File: src/rtl/counter_reader.sv
// Requester side of the pop-counter readout: sweeps idx 0..NUM_FIFOS-1 with one
// req pulse each, captures the returned counts and publishes their sum.
module counter_reader #(
  parameter int NUM_FIFOS = 5,
  parameter int CNT_W     = 5,
  parameter int TIMEOUT   = 8
) (
  input  logic             clk,
  input  logic             reset_L,
  input  logic             IDLE,
  input  logic             start,
  input  logic             valid,
  input  logic [CNT_W-1:0] data_out,
  output logic             req,
  output logic [2:0]       idx,
  output logic [CNT_W-1:0] count0,
  output logic [CNT_W-1:0] count1,
  output logic [CNT_W-1:0] count2,
  output logic [CNT_W-1:0] count3,
  output logic [CNT_W-1:0] count4,
  output logic [7:0]       total,
  output logic             busy,
  output logic             done,
  output logic             err
);

  localparam int         TW   = $clog2(TIMEOUT + 1);
  localparam logic [2:0] LAST = 3'(NUM_FIFOS - 1);

  typedef enum logic [1:0] {WAIT, REQ, RESP, DONE} state_t;

  state_t           state;
  logic [CNT_W-1:0] cnt [NUM_FIFOS];
  logic [TW-1:0]    tmo;
  logic [7:0]       sum;

  always_comb begin
    sum = '0;
    for (int i = 0; i < NUM_FIFOS; i++) sum = sum + 8'(cnt[i]);
  end

  assign count0 = cnt[0];
  assign count1 = cnt[1];
  assign count2 = cnt[2];
  assign count3 = cnt[3];
  assign count4 = cnt[4];

  // A missing response is treated like a received one (minus the capture) so
  // the sweep always completes and err tells the host which run was bad.
  always_ff @(posedge clk) begin
    if (!reset_L) begin
      state <= WAIT;
      req   <= 1'b0;
      idx   <= '0;
      total <= '0;
      busy  <= 1'b0;
      done  <= 1'b0;
      err   <= 1'b0;
      tmo   <= '0;
      for (int i = 0; i < NUM_FIFOS; i++) cnt[i] <= '0;
    end else begin
      case (state)
        WAIT: begin
          if (start && IDLE) begin
            err   <= 1'b0;
            done  <= 1'b0;
            idx   <= '0;
            req   <= 1'b1;
            busy  <= 1'b1;
            state <= REQ;
          end
        end
        REQ: begin
          req <= 1'b0;
          if (!IDLE) begin
            busy  <= 1'b0;
            state <= WAIT;
          end else begin
            tmo   <= '0;
            state <= RESP;
          end
        end
        RESP: begin
          if (!IDLE) begin
            req   <= 1'b0;
            busy  <= 1'b0;
            state <= WAIT;
          end else if (valid || tmo == TW'(TIMEOUT - 1)) begin
            if (valid) cnt[idx] <= data_out;
            else       err      <= 1'b1;
            if (idx == LAST) begin
              state <= DONE;
            end else begin
              idx   <= idx + 3'd1;
              req   <= 1'b1;
              state <= REQ;
            end
          end else begin
            tmo <= tmo + 1'b1;
          end
        end
        DONE: begin
          total <= sum;
          done  <= 1'b1;
          busy  <= 1'b0;
          state <= WAIT;
        end
        default: state <= WAIT;
      endcase
    end
  end

endmodule
File: config.mk
export PLATFORM = sky130hd
export DESIGN_NAME = counter_reader
export DESIGN_NICKNAME = d
export VERILOG_FILES = /design/src/rtl/counter_reader.sv
export SDC_FILE = /design/constraint.sdc
export NUM_CORES = 1
export LEC_CHECK = 0
export CORE_AREA = 2 2 76 64
export DETAILED_ROUTE_END_ITERATION = 8
export DIE_AREA = 0 0 78 66
export DONT_BUFFER_PORTS = 1
export GPL_TIMING_DRIVEN = 0
export PLACE_DENSITY = 0.75
export SKIP_LAST_GASP = 1
export SYNTH_ARGS = -nofsm -noshare
export SYNTH_HDL_FRONTEND = slang
export SYNTH_SLANG_ARGS = --single-unit
File: constraint.sdc
create_clock -name clk -period 4.05 [get_ports clk]
set_clock_uncertainty 0.05 [all_clocks]
set_input_delay 0.2025 -clock clk [delete_from_list [all_inputs] [get_ports clk]]
set_output_delay 0.2025 -clock clk [all_outputs]
set_load 0.005 [all_outputs]
==> metrics.csv <==
metric,value,unit
status,finished clean,
H-tree levels,2,
Final setup violation count,0,
core area,0.00440,mm^2
Final Max Slew Viols,0,
CP startpoint kind,flop,
Post-Syn Area,0.00268,mm^2
Placed Instances,318,
worst hold path class,in2reg,
n_diodes,0,
P_int,0.702,mW
Worst slew margin,44.1,%
first-pass GRT wire length,9090,um
First-pass DRT Iterations,4,
Fin. Hold Viols,0,
total grt overflow,0,
leakage power total,1.21,nW
root buffer cell,clkbuf_8,
# resized after CTS,0,
Synth cell types,41,
WP data required,4250,ps
Area Overhead vs Synth,5.78,%
Reg2Reg Depth,12,
Synth Area per Inst,10.4,um^2
setup TNS,0,ps
die area,0.00515,mm^2
HP Start,data_out[2],
Synth Flop Type,edfxtp_1,
critical path type,reg2reg,
Worst Hold End,cnt[3][2],
"Async S/R FF share, synth",0,%
Skew-Pair Late Insertion Delay,310,ps
Site Rows,22,
"commonest non-fill, non-tap cell in the layout",inv_1,
"Seq/Total Area, Yosys",43.7,%
IO Pins,50,
maximum clock rate,287,MHz
Layout Utilization,64.4,%
WL final,5310,um
initial antenna violation count,0,
clock sinks,46,
Net Sw Power,0.272,mW
Clock Path Buffers,2,
largest net degree at the start of global routing,14,
Chip Width,78,um
# DRC,0,
post-DP HPWL,4170,um
worst r2r src,cnt[2][2],
Worst Path Max Fanout,2,
WL per Instance,16.3,um
RSZ-0062 raised after global routing,false,
Port Buffer Count,0,
Die Y,66,um
transition time of the tightest slew-check pin,830,ps
clock transition at the registers of the reported paths,80,ps
max-cap viol count,0,
period utilization,86.0,%
power share of the combinational group,18.2,%
Layout Cells excl Fill,326,
share of layout cells above drive strength 1,4.89,%
Post-Synthesis Cells,258,
switching share of power,27.9,%
TritonCTS clock tree,done,
R2R Setup Slk,570,ps
proportion of power drawn by the clock network,28.5,%
worst reg2reg path endpoint,total[6],
CTS Hold Bufs,0,
Power Dens Cells,343,mW/mm^2
Antenna Violating Nets Remaining,0,
hold path depth,1,
syn nets,298,
sequential share of power,53.3,%
Via density,5.67,
DR iter-0 viols,134,
vias in the first global route,1904,
Worst IR Drop VDD,155,uV
crit path time final,3480,ps
Worst EP arrival,3690,ps
most frequent cells in the layout,"inv_1, and2_1, edfxtp_1",
synthesis warning total,0,
GP Congestion,0.856,
Layout Nets,305,
"EDFF count, synth",25,
via count,1849,
number of setup buffers added after CTS,0,
CP Capture Type,flop,
Yosys reg bits,46,
Total GRT Usage,23.5,%
Num CTS Buffers,5,
Starting Density,60.9,%
-- kinds of logic after synthesis --
| family | synth area share (%) |
|---|---|
| muxes | 2.99 |
| buffers and inverters | 6.95 |
| and+or+nand+nor | 18.4 |
| xor gates and xnor gates | 0.327 |
| adders and majority gates | 17.9 |
| AOI/OAI and AO/OA | 9.75 |
| DFF | 43.7 |
-- worst max path at each step --
stage | from | end | depth (start not counted)
after global placement | cnt[2][4] | total[6] | 12
after detailed placement | cnt[2][2] | total[6] | 12
after floorplan | cnt[2][4] | total[6] | 12
after CTS | cnt[2][2] | total[6] | 12
after global routing | cnt[2][2] | total[6] | 12
final | cnt[2][2] | total[6] | 12
-- cells in the mapped netlist (3+ instances only) --
cell,number,area [um^2]
inv_1,40,150
nand4_1,4,25.0
nand2b_1,5,31.3
and2_1,25,156
nor2_1,12,45.0
a211oi_1,5,37.5
dfxtp_1,21,420
and3_1,3,18.8
o21ai_0,5,25.0
nand2_1,8,30.0
fa_1,14,280
mux2i_1,8,80.1
ha_1,16,200
nor2b_1,3,18.8
clkbuf_1,5,18.8
nor3_1,3,15.0
nand3_1,14,70.1
edfxtp_1,25,751
a21oi_1,11,55.1
o211ai_1,4,30.0
-- through the flow --
step	hold WS (ps)	cell area, um^2	setup slack [ps]	power [mW]
4_1_cts	33.1	2840	536	0.985
3_5_place_dp	354	2760	552	0.709
3_3_place_gp	352	2760	659	0.701
2_1_floorplan	345	2680	812	0.666
6_report	39.7	2840	565	0.974
5_1_grt	25.4	2840	363	1.03
-- worst max-delay path, stage by stage (launching register included) --
cell and delay [ps]:
edfxtp_1 380, inv_1 70, fa_1 530, inv_1 60, fa_1 510, inv_1 50
fa_1 550, inv_1 60, ha_1 270, a21o_1 130, nand4_1 150, a2111oi_0 460
a311o_1 170
-- layout make-up --
type                    instances  area (um^2)
clock buffers                   8         80.1
plain buffers                   8         36.3
fillers                       376         1570
flip-flops and latches         46         1170
well taps                      60         75.1
inverters                      40          150
multi-input cells             164         1330
-- metal layers --
| metal | track usage, % | up-vias | part of all wire (%) |
|---|---|---|---|
| li1 | - | 891 | - |
| met3 | 6.42 | 10 | 5.2 |
| met4 | 9.21 | 0 | 2.0 |
| met5 | 0 | - | 0 |
| met2 | 38.9 | 50 | 48 |
| met1 | 29.7 | 898 | 44 |
-- power groups by stage --
stage / registers, mW / clock network, mW / logic (mW)
final: 0.518 / 0.278 / 0.177
after floorplan: 0.526 / 0 / 0.141
after detailed placement: 0.530 / 0 / 0.179
after global routing: 0.521 / 0.302 / 0.210
after CTS: 0.519 / 0.286 / 0.180
after global placement: 0.529 / 0 / 0.172
-- sequential cells by signal, summed over array words and instances (netlist names) --
register / flops
busy: 1
cnt: 25
done: 1
err: 1
idx: 3
req: 1
state: 2
tmo: 4
total: 8
(Power assumes the default switching activity.)
